<file path="src/rtl/game_pkg.sv">
// game_pkg: shared widths, FSM encoding and requester indices for the game memory arbiter.
package game_pkg;
    localparam int GAME_ADDR_WIDTH = 4;
    localparam int GAME_DATA_WIDTH = 8;
    localparam int GAME_ENTRIES    = 16;
    localparam int REQ_DRAW        = 0;
    localparam int REQ_CHECK       = 1;
    typedef enum logic {ST_CLR = 1'b0, ST_RUN = 1'b1} state_t;
endpackage

</file>
<file path="src/rtl/rr_arb2.sv">
// rr_arb2: two-way round-robin arbiter; a tie goes to the requester that did not win last.
module rr_arb2 (
    input  logic       clk,
    input  logic       rstn,
    input  logic       i_en,
    input  logic [1:0] i_valid,
    output logic [1:0] o_grant
);
    logic r_last;
    assign o_grant[0] = i_en & i_valid[0] & (~i_valid[1] | r_last);
    assign o_grant[1] = i_en & i_valid[1] & (~i_valid[0] | ~r_last);
    always_ff @(posedge clk or negedge rstn) begin
        if (!rstn) r_last <= 1'b1;
        else if (|o_grant) r_last <= o_grant[1];
    end
endmodule

</file>
<file path="src/rtl/game_mem_arb.sv">
// game_mem_arb: shares the single-port game memory between draw engine and card checker
// and sequences full-board clears through the memory's synchronous clear input.
module game_mem_arb
    import game_pkg::*;
#(
    parameter int ADDR_WIDTH = GAME_ADDR_WIDTH,
    parameter int DATA_WIDTH = GAME_DATA_WIDTH
) (
    input  logic                    clk,
    input  logic                    rstn,
    input  logic [1:0]              req_valid,
    output logic [1:0]              req_ready,
    input  logic [1:0]              req_we,
    input  logic [2*ADDR_WIDTH-1:0] req_addr,
    input  logic [2*DATA_WIDTH-1:0] req_wdata,
    output logic [1:0]              rsp_valid,
    output logic [DATA_WIDTH-1:0]   rsp_rdata,
    input  logic                    clear_req,
    output logic                    clear_busy,
    output logic [ADDR_WIDTH-1:0]   mem_addr,
    output logic [DATA_WIDTH-1:0]   mem_data_in,
    output logic                    mem_write_en,
    input  logic [DATA_WIDTH-1:0]   mem_data_out,
    output logic                    mem_rstn
);
    state_t                r_state;
    logic                  r_mem_rstn;
    logic [1:0]            r_rsp_valid;
    logic [DATA_WIDTH-1:0] r_rsp_rdata;
    logic [1:0]            w_gnt;
    logic                  w_rd;
    rr_arb2 u_arb (
        .clk     (clk),
        .rstn    (rstn),
        .i_en    (r_state == ST_RUN && !clear_req),
        .i_valid (req_valid),
        .o_grant (w_gnt)
    );
    assign req_ready    = w_gnt;
    assign clear_busy   = (r_state == ST_CLR);
    assign mem_rstn     = r_mem_rstn;
    assign rsp_valid    = r_rsp_valid;
    assign rsp_rdata    = r_rsp_rdata;
    assign mem_addr     = w_gnt[REQ_CHECK] ? req_addr[2*ADDR_WIDTH-1:ADDR_WIDTH]
                        : w_gnt[REQ_DRAW]  ? req_addr[ADDR_WIDTH-1:0] : '0;
    assign mem_data_in  = w_gnt[REQ_CHECK] ? req_wdata[2*DATA_WIDTH-1:DATA_WIDTH]
                        : w_gnt[REQ_DRAW]  ? req_wdata[DATA_WIDTH-1:0] : '0;
    assign mem_write_en = |(w_gnt & req_we);
    assign w_rd         = |w_gnt & ~mem_write_en;
    // mem_rstn mirrors the next state so the memory clears on the CLR->RUN edge
    always_ff @(posedge clk or negedge rstn) begin
        if (!rstn) begin
            r_state     <= ST_CLR;
            r_mem_rstn  <= 1'b0;
            r_rsp_valid <= 2'b00;
            r_rsp_rdata <= '0;
        end else begin
            r_rsp_valid <= w_rd ? w_gnt : 2'b00;
            if (w_rd) r_rsp_rdata <= mem_data_out;
            if (r_state == ST_CLR) begin
                r_state    <= ST_RUN;
                r_mem_rstn <= 1'b1;
            end else if (clear_req) begin
                r_state    <= ST_CLR;
                r_mem_rstn <= 1'b0;
            end
        end
    end
endmodule

</file>
<file path="config.mk">
export PLATFORM = sky130hd
export DESIGN_NAME = game_mem_arb
export DESIGN_NICKNAME = d
export VERILOG_FILES = /design/src/rtl/game_pkg.sv /design/src/rtl/rr_arb2.sv /design/src/rtl/game_mem_arb.sv
export SDC_FILE = /design/constraint.sdc
export NUM_CORES = 1
export LEC_CHECK = 0
export BUFFER_PORTS_ARGS = -buffer_cell sky130_fd_sc_hd__buf_2
export CAP_MARGIN = 20
export CELL_PAD_IN_SITES_DETAIL_PLACEMENT = 0
export CELL_PAD_IN_SITES_GLOBAL_PLACEMENT = 1
export CORE_ASPECT_RATIO = 0.9
export CORE_UTILIZATION = 23
export CTS_CLUSTER_DIAMETER = 30
export DETAILED_ROUTE_END_ITERATION = 16
export PLACE_DENSITY_LB_ADDON = 0.1
export SYNTH_ARGS = -nofsm -noshare
export SYNTH_HDL_FRONTEND = slang
export SYNTH_SLANG_ARGS = --single-unit
</file>
<file path="constraint.sdc">
create_clock -name clk -period 2 [get_ports clk]
set_input_delay 0.4 -clock clk [delete_from_list [all_inputs] [get_ports clk]]
set_output_delay 0.4 -clock clk [all_outputs]
set_load 0.005 [all_outputs]
</file>
### Yosys cells after proc, flatten, opt, wreduce, memory -nomap -nowiden

Cells that the tools add are included.

| word-level totals | value |
|---|---|
| flip-flop bits (word level) | 13 |
| input port bits | 39 |

| operators by class | value |
|---|---|
| reductions and logical operators | 4 |
| bitwise logic cells | 13 |
| eq/ne operators | 1 |
| mux-type cells | 9 |

Operator list:

| operator | count |
|---|---|
| $mux W8 | 2 |
| $mux W4 | 2 |
| $and A1 B1 Y1 | 5 |
| $not A1 Y1 | 5 |
| $mux W1 | 4 |
| $reduce_or A2 Y1 | 2 |
| $and A2 B2 Y2 | 1 |
| $mux W2 | 1 |
| $ne A2 B2 Y1 const B | 1 |
| $or A1 B1 Y1 | 2 |
| $logic_and A1 B1 Y1 | 1 |
| $logic_not A1 Y1 | 1 |

### Logic depth before layout (Yosys ltp)

Gate-level depths: netlist (run 1).

| logic depth | value |
|---|---|
| word-level depth | 9 |
| mapped depth | 5 |

### Cells and area by module

From an unflattened synthesis (run 1), not the netlist that was laid out.

| second synthesis, totals | value |
|---|---|
| cell total of the unflattened synthesis | 101 |
| area total of the unflattened synthesis | 915.9 um2 |

Modules (own cells, without submodules):

| module | instances | cells an instance | sequential area each (um2) | area an instance (um2) |
|---|---|---|---|---|
| game_mem_arb | 1 | 93 | 300.3 | 853.3 |
| rr_arb2 | 1 | 8 | 26.3 | 62.6 |

### Least setup slack after synthesis (run 1)

Ideal clock, no wire load.

| timing | value |
|---|---|
| path kind | register -> output |
| from | register u_arb.r_last |
| to | output mem_addr[1] |
| arrival | 1.262 ns |
| setup slack | 0.338 ns |
| stages on the path, launching flop included | 6 |
| buffers on the path | 1 |
| path through | dfstp_2 > nand2b_1 > nand3_1 > inv_1 > buf_2 > a22o_1 |

| between the ends | value |
|---|---|
| cells in the longest elaborated chain, start to end | 4 |
| elaborated cells between the ends (all ways) | 7 |

RTL lines:

| item | line | RTL |
|---|---|---|
| start, declared | rr_arb2.sv:9 | `logic r_last;` |
| start signal, assigned | rr_arb2.sv:14 | `else if (\|o_grant) r_last <= o_grant[1];` |
| $or A1 B1 Y1 | rr_arb2.sv:10 | `assign o_grant[0] = i_en & i_valid[0] & (~i_valid[1] \| r_last);` |
| $and A1 B1 Y1 | rr_arb2.sv:10 |  |
| net req_ready[0] | game_mem_arb.sv:12 | `output logic [1:0] req_ready,` |
| $mux W4 | game_mem_arb.sv:45 | `: w_gnt[REQ_DRAW] ? req_addr[ADDR_WIDTH-1:0] : '0;` |
| $mux W4 | game_mem_arb.sv:44 | `assign mem_addr = w_gnt[REQ_CHECK] ? req_addr[2*ADDR_WIDTH-1:ADDR_WIDTH]` |
| end, declared | game_mem_arb.sv:20 | `output logic [ADDR_WIDTH-1:0] mem_addr,` |

The timed path passes the listed nets, and every way through them passes these cells.

### Final worst setup path (run 1)

| timing | value |
|---|---|
| from | register u_arb.r_last |
| to | output mem_data_in[5] |

| between the ends | value |
|---|---|
| cells in the longest elaborated chain, start to end | 4 |
| elaborated cells between the ends (all ways) | 7 |

RTL lines:

| item | line | RTL |
|---|---|---|
| $or A1 B1 Y1 / $not A1 Y1 (equally long branches) | rr_arb2.sv:10, rr_arb2.sv:11 |  |
| $and A1 B1 Y1 / $or A1 B1 Y1 (equally long branches) | rr_arb2.sv:10, rr_arb2.sv:11 |  |
| $mux W8 / $and A1 B1 Y1 (equally long branches) | game_mem_arb.sv:47, rr_arb2.sv:11 |  |
| $mux W8 * | game_mem_arb.sv:46 | `assign mem_data_in = w_gnt[REQ_CHECK] ? req_wdata[2*DATA_WIDTH-1:DATA_WIDTH]` |
| end, declared | game_mem_arb.sv:21 | `output logic [DATA_WIDTH-1:0] mem_data_in,` |

Mark *: on every way between the ends. The rest lies on a longest branch, timed or not.

==> results.md, run 1 <==
- Status: finished, final reports clean
- Critical path class: register to output pin
- GR Util met2: 0.2165
- Reg power frac: 0.465
- Boundary Pins: between 60 and 70
- Gr usage total: 0.1146
- Antenna Nets Post-Route: 0
- GR peak layer: met2
- Synth Warn #: 0
- Core area: 2574 µm²
- Leakage: just over 0.6 nW
- Compound-cell area share of the yosys netlist: 0.2333
- Setup TNS: 0 ps
- Buffer depth of the longest clock path: 2
- Die Wd: slightly below 60 µm
- Largest net degree at the start of global routing: 18
- Clock root cell: clkbuf_4
- Hold WC Path Type: input port to async pin
- Worst clock skew: about 2.1 ps
- Cts bufs inserted: 3
- Antenna violations before repair: 0
- Clk pwr share: 0.203
- Post-synth top cells: a22o_1, dfrtp_1, mux2_2
- IO buf count: 65
- Actual slew at the worst max-slew pin: 287.9 ps
- Pins Over Slew Limit: 0
- Detailed Route WL: ~1.9 mm
- Die height: about 53 µm
- ANT cells: 0
- Layout cells sized above 1: 0.7073
- Avg Cell Area, Syn: around 13 µm²
- Initial detailed-routing violation count: 19
- Post-synthesis mux area share: 0.1377
- Xor/xnor share of the synthesized area: 0
- Clk Latency, worst-skew pair: ~260 ps
- Design area: ~1100 µm²
- Post-Synth Adder-Cell Area: 0
- Critical Path, Cell by Cell: nand2_1 -> and3_4 -> buf_6 -> a22o_1 -> buf_2
- Crit share post-route: 0.9432
- Gr ovfl total: 0
- Crit path capture type: output pin
- Final hold viol count: 0
- Comb pwr share: 0.332
- Total clock sinks: 13
- DRC: 0
- CTS tree: built
- Met1 Resource Use GR: 0.1291
- Max incr delay on CP: around 540 ps
- Worst path arrival time: ~1500 ps
- Setup-failing EPs final: 0
- Fin util: 0.4268
- Initial core utilization: 0.2543
- CP max stage cell: dfstp_2
- CP startpoint kind: register
- Top cell type's share of synthesized area: 0.4589
- Sw frac: 0.2681
- Min cycle time layout: about 1900 ps
- Peak Freq: approximately 0.53 GHz
- Internal Power: around 0.56 mW
- Worst vdd ir: roughly 0.0004 V
- Net Sw Power: between 0.2 and 0.25 mW
- Cells after synthesis: 52
- Post-synth ARST share: 1.000
- Count leader, synth: a22o_1
- Gpl congestion: around 0.63
- Die area: 3063 µm²
- Wire per inst: roughly 12 µm
- Largest family of logic cells by synthesized area: compound AO/OA/AOI/OAI gates
- Layout Nets: 163
- Total number of vias: ~660
- Top_reg_cell synth: dfrtp_1
- Slew headroom: 0.8081
- RSZ-0062 raised after global routing: no
- Post-synth top area cell: dfrtp_1
- Area contributors post-synth: dfrtp_1, a22o_1, mux2_2
- Vias per cell: 4.124
- Post-synthesis cell area: around 650 µm²
- Clk slew on worst S/H paths: ~70 ps
- Register area share after synthesis: 0.4990
- Placed cell area: around 1000 µm²
- Area grow syn2layout: 67.88%
- Worst Path Max Fanout: 8
- Number of enable flip-flop cells after synthesis: 0
- Detailed Place HPWL: between 1 and 1.5 mm
- Max-cap violations: 0
- Synthesized Nets: 91
- Number of synthesized register bits: 13
- First-pass GRT wire length: ~2.7 mm
- Met3 Resource Use GR: 0.04444
- Vias in the first global route: 628
- Num rows: 17
- Pwr dens: roughly 690 nW/µm²
- H-tree depth: 1
- Required @ worst endpoint: around 1600 ps
- Netlist cell types: 17
- DRT Pass-1 Iters: 4
- Simple-Gate Fraction of Synth Area: 0.07457
flip-flops by register name, summed over array words and instances, names as in the netlist:
signal        flops
r_state           1
mem_rstn          1
rsp_rdata         8
u_arb.r_last      1
rsp_valid         2
timing repair:
action | 4_1_cts | 5_1_grt
hold buffers | 0 | 0
setup buffers | 0 | 1
gates cloned | 0 | 2
pin swaps | 0 | 1
resized for setup | 1 | 8
setup endpoints to repair | 13 | 13
worst max-delay path: cells and delay by family, from the launching register on:
| family | cells | cell delay (ps) |
|---|---|---|
| flops | 1 | 540 |
| buf+inv | 2 | 250 |
| compound gates | 1 | 220 |
| simple gates | 2 | 200 |
worst paths after layout:
check | startpoint | to | slack (ps) | depth (start not counted)
setup / recovery | u_arb.r_last | mem_data_in[5] | 110 | 5
hold / removal | rstn | rsp_valid[1] | 5 | 1
setup reg to reg | u_arb.r_last | rsp_rdata[0] | 240 | 6
hold reg to reg | r_state | r_state | 470 | 1
max in group asynchronous | rstn | u_arb.r_last | 1720 | 1
min in group clk | req_we[0] | rsp_valid[0] | 340 | 2
cell usage in the layout (no fill, tap or decap):
| master | n |
|---|---|
| o21ai_0 | 1 |
| inv_1 | 3 |
| nor2_1 | 1 |
| buf_6 | 2 |
| a2bb2oi_4 | 1 |
| clkbuf_1 | 1 |
| nand3_4 | 1 |
| nand2b_1 | 1 |
| clkbuf_4 | 3 |
| and3_4 | 1 |
| mux2_2 | 8 |
| buf_2 | 65 |
| buf_4 | 2 |
| nand2_1 | 2 |
| dfrtp_1 | 12 |
| nor2b_4 | 1 |
| a21o_1 | 1 |
| dfstp_2 | 1 |
| clkinvlp_4 | 2 |
| a22o_1 | 13 |
| and2_1 | 1 |
kinds of logic (layout without fill, tap and decap cells):
group                  after synthesis  in the layout
buffers and inverters                7             78
flip-flops                          13             13
multiplexers                         8              8
AO/OA/AOI/OAI                       16             16
AND/OR/NAND/NOR                      8              8
through the flow:
stage	setup slack, ps	power (mW)	cells	hold slack, ps
finish	113.6	0.7627	161	4.896
global route	13.23	0.8222	161	19.97
CTS	10.53	0.7646	158	4.851
detailed placement	242.6	0.6033	154	300.3
global placement	273.3	0.5971	154	302.8
floorplan	337.9	0.4723	52	104.4
metal layers:
layer	up-vias	part of all wire
met5	-	0
met4	0	0
met3	0	0.051
met2	24	0.53
met1	308	0.42
li1	332	-
power groups by stage:
stage          combinational [mW]  clock (mW)  sequential (mW)
2_1_floorplan               0.107           0            0.365
3_3_place_gp                0.240           0            0.358
3_5_place_dp                0.244           0            0.360
4_1_cts                     0.245       0.164            0.356
5_1_grt                     0.283       0.175            0.365
6_report                    0.254       0.155            0.355
layout make-up:
type	count	area, µm²
Sequential cell	13	326.6
Timing Repair Buffer	69	362.8
Inverter	4	18.77
Multi-Input combinational cell	32	309.0
Clock buffer	4	26.28
Tap cell	38	47.55
Timing Repair inverter	1	7.507
Fill cell	283	1475
Power figures use the tool's default switching activity.
==> inputs of run 2 (changes only) <==
--- a/config.mk
+++ b/config.mk
@@ -10,10 +10,11 @@
 export CELL_PAD_IN_SITES_DETAIL_PLACEMENT = 0
 export CELL_PAD_IN_SITES_GLOBAL_PLACEMENT = 1
 export CORE_ASPECT_RATIO = 0.9
-export CORE_UTILIZATION = 23
+export CORE_UTILIZATION = 27
 export CTS_CLUSTER_DIAMETER = 30
 export DETAILED_ROUTE_END_ITERATION = 16
 export PLACE_DENSITY_LB_ADDON = 0.1
 export SYNTH_ARGS = -nofsm -noshare
 export SYNTH_HDL_FRONTEND = slang
+export SYNTH_HIERARCHICAL = 1
 export SYNTH_SLANG_ARGS = --single-unit
==> run 2 against run 1 <==
  * Global-route usage grew 5.9 points
  * Via count grew 58%
  * Synthesized area grew 40%
  * Fmax shrank 4.0%
  * Combinational power grew 67%
  * Die area grew 19%
  * Largest power group is now combinational cells
==> results.md, run 2 <==
- Initial detailed-routing violation count: 18 (-1)
- Min cycle time layout: 1964 ps (+77.73 ps)
- Critical Path, Cell by Cell: inv_2 -> nor2_4 -> buf_6 -> nand2_4 -> a21oi_4 -> buf_12 -> nor2b_4 -> a22o_1 -> buf_2
- Buffer depth of the longest clock path: 2 (unchanged)
- Pins Over Slew Limit: 0 (unchanged)
- Final hold viol count: 0 (unchanged)
- Pwr dens: 684.9 nW/µm² (-1.3%)
- Crit share post-route: 0.9821 (+0.03887)
- Worst vdd ir: 0.0003491 V (-14%)
- Layout cells sized above 1: 0.5967 (-0.1106)
- CP max stage cell: dfrtp_1
- Wire per inst: 13.75 µm (+20%)
- Synth Warn #: 6 (+6)
- Top cell type's share of synthesized area: 0.3279 (-0.1310)
- Worst Path Max Fanout: 6 (-2)
- Post-synth top cells: dfrtp_1, a22o_1, inv_1
- Storage cell area: 326.6 µm² (unchanged)
- Peak Freq: 0.5091 GHz (-4.0%)
- Design area: 1515 µm² (+38%)
- Top_reg_cell synth: dfrtp_1
- Die height: 57.26 µm (+8.8%)
- Cells after synthesis: 101 (+94%)
- Synthesized Nets: 140 (+54%)
- Initial core utilization: 0.2919 (+0.03761)
- IO buf count: 65 (unchanged)
- Post-synth top area cell: dfrtp_1
- Largest register FFs: 8 (unchanged)
- Gr ovfl total: 0 (unchanged)
- ANT cells: 0 (unchanged)
- Total number of vias: 1046 (+58%)
- Core area: 3138 µm² (+22%)
- Actual slew at the worst max-slew pin: 314.8 ps (+26.91 ps)
- Commonest non-fill, non-tap cell in the layout: buf_2
- Max-cap violations: 0 (unchanged)
- Pre-CTS WS: -184.1 ps (-426.7 ps)
- Leakage: 0.8057 nW (+31%)
- Detailed Route WL: 3.066 mm (+66%)
- Hold WC Path Type: input port to async pin
- Number of enable flip-flop cells after synthesis: 0 (unchanged)
- Antenna violations before repair: 0 (unchanged)
- CP startpoint kind: register
- Detailed Place HPWL: 2.011 mm (+42%)
- Total clock sinks: 13 (unchanged)
- Setup TNS: 0 ps (unchanged)
- Num rows: 19 (+2)
- DRC: 0 (unchanged)
- Crit path capture type: output pin
- Commonest cells after routing, fill and taps aside: buf_2, dfrtp_1, a22o_1, buf_4, inv_1
- Area grow syn2layout: 65.44%
- Netlist cell types: 20 (+3)
- RSZ-0062 raised after global routing: yes
- Setup-failing EPs final: 0 (unchanged)
- Largest net degree at the start of global routing: 14 (-4)
- Worst path arrival time: 1560 ps (+70 ps)
- Number of synthesized register bits: 13 (unchanged)
- Register area share after synthesis: 0.3566 (-0.1425)
- Area of the multi-input gates: 553.0 µm² (+79%)
- Critical path class: register to output pin
- Fill cells: 338 (+19%)
- Antenna Nets Post-Route: 0 (unchanged)
- Required @ worst endpoint: 1600 ps (about the same)
- Placed cell area: 1292 µm² (+27%)
- CTS tree: built
- Die Wd: 63.39 µm (+8.9%)
- Avg Cell Area, Syn: 9.068 µm² (-28%)
- Post-synth ARST share: 1.000 (unchanged)
- Clk slew on worst S/H paths: 60 ps (about the same)
- Vias in the first global route: 1027 (+64%)
- Max incr delay on CP: 350 ps (-190 ps)
- DRT Pass-1 Iters: 4 (unchanged)
- Cts bufs inserted: 3 (unchanged)
- Status: finished, final reports clean
- Area contributors post-synth: dfrtp_1, a211oi_2, a22o_1
- H-tree depth: 1 (unchanged)
- Slack of the critical path: 35.85 ps (-77.73 ps)
- Layout Nets: 221 (+36%)
- Count leader, synth: dfrtp_1
- Vias per cell: 4.691 (+14%)
- Slew headroom: 0.7901 (-0.01794)
- Worst clock skew: 1.595 ps (-0.5547 ps)
- Die area: 3629 µm² (+19%)
- Post-synthesis cell area: 915.9 µm² (+40%)
- Hold slack: 43.41 ps (+38.51 ps)
- Clock root cell: clkbuf_8
- Clk Latency, worst-skew pair: 240 ps (-20 ps)
- Gpl congestion: 0.7742 (+22%)
- First-pass GRT wire length: 4.836 mm (+81%)
- Boundary Pins: 66 (unchanged)
- Fin util: 0.4829 (+0.05602)
- Gr usage total: 0.1740 (+0.05941)
## run 2: changes by cell type in the layout (fill, tap and decap cells not counted), sizes merged, moves of 6 or more
cell and delta:
a211oi +8, a21oi +11, buf +14, inv +8, mux2 -8, nand2 +6, nor2b +9, nor3 +8
o21a +8
## run 2: final timing paths
check	start	endpoint	slack (ps)	cells after the start
max reg2reg	u_arb/r_last	rsp_rdata[0]	220	8
min	rstn	rsp_rdata[4]	40	1
min reg2reg	u_arb/r_last	u_arb/r_last	510	2
max in group asynchronous	rstn	u_arb/r_last	1670	1
max	r_state	mem_addr[3]	40	9
min in group clk	mem_data_out[3]	rsp_rdata[3]	410	3
## run 2: power breakdown
group          switching [mW]  internal [mW]
sequential             0.0477          0.331
combinational           0.189          0.233
clock                  0.0957          0.141
## run 2: metrics by stage
stage	instances	total power, mW
2_1_floorplan	101	0.5852
3_3_place_gp	207	0.7329
3_5_place_dp	207	0.7460
4_1_cts	221	1.039
5_1_grt	223	1.109
6_report	223	1.038
## run 2: metal layers
layer  GRT usage  vias up  wire length [µm]
met5           0        -                 0
met3     0.02800        4               108
met1      0.2230      490              1382
met2      0.2979       29              1548
met4     0.05844        0                27
li1            -      523                 -
## run 2: kinds of logic (layout without fill, tap and decap cells)
| kind of cell | Yosys count | count (layout) | share of synthesized area |
|---|---|---|---|
| AOI/OAI and AO/OA | 40 | 40 | 0.3552 |
| buffers and inverters | 19 | 98 | 0.1120 |
| DFF | 13 | 13 | 0.3566 |
| and+or+nand+nor | 29 | 30 | 0.1762 |
## run 2: critical path, delay by kind of cell (launching register included)
| kind | cells | cell delay (ps) |
|---|---|---|
| AO/OA/AOI/OAI | 2 | 330 |
| buffers and inverters | 4 | 430 |
| flip-flops | 1 | 350 |
| AND/OR/NAND/NOR | 3 | 200 |
## run 2: area by class of cell
| class | count | area share |
|---|---|---|
| clock buffers | 4 | 0.02973 |
| inverters | 11 | 0.02725 |
| multi-input cells | 70 | 0.3650 |
| flip-flops and latches | 13 | 0.2155 |
| well taps | 42 | 0.03468 |
| repair buffers | 83 | 0.3278 |
## run 2: timing repair
action                     4_1_cts  5_1_grt
pin swaps                        1        4
setup buffers                    6        2
hold buffers                     0        0
cloned                           4        0
gates resized for setup         14       10
setup endpoints to repair       13       13
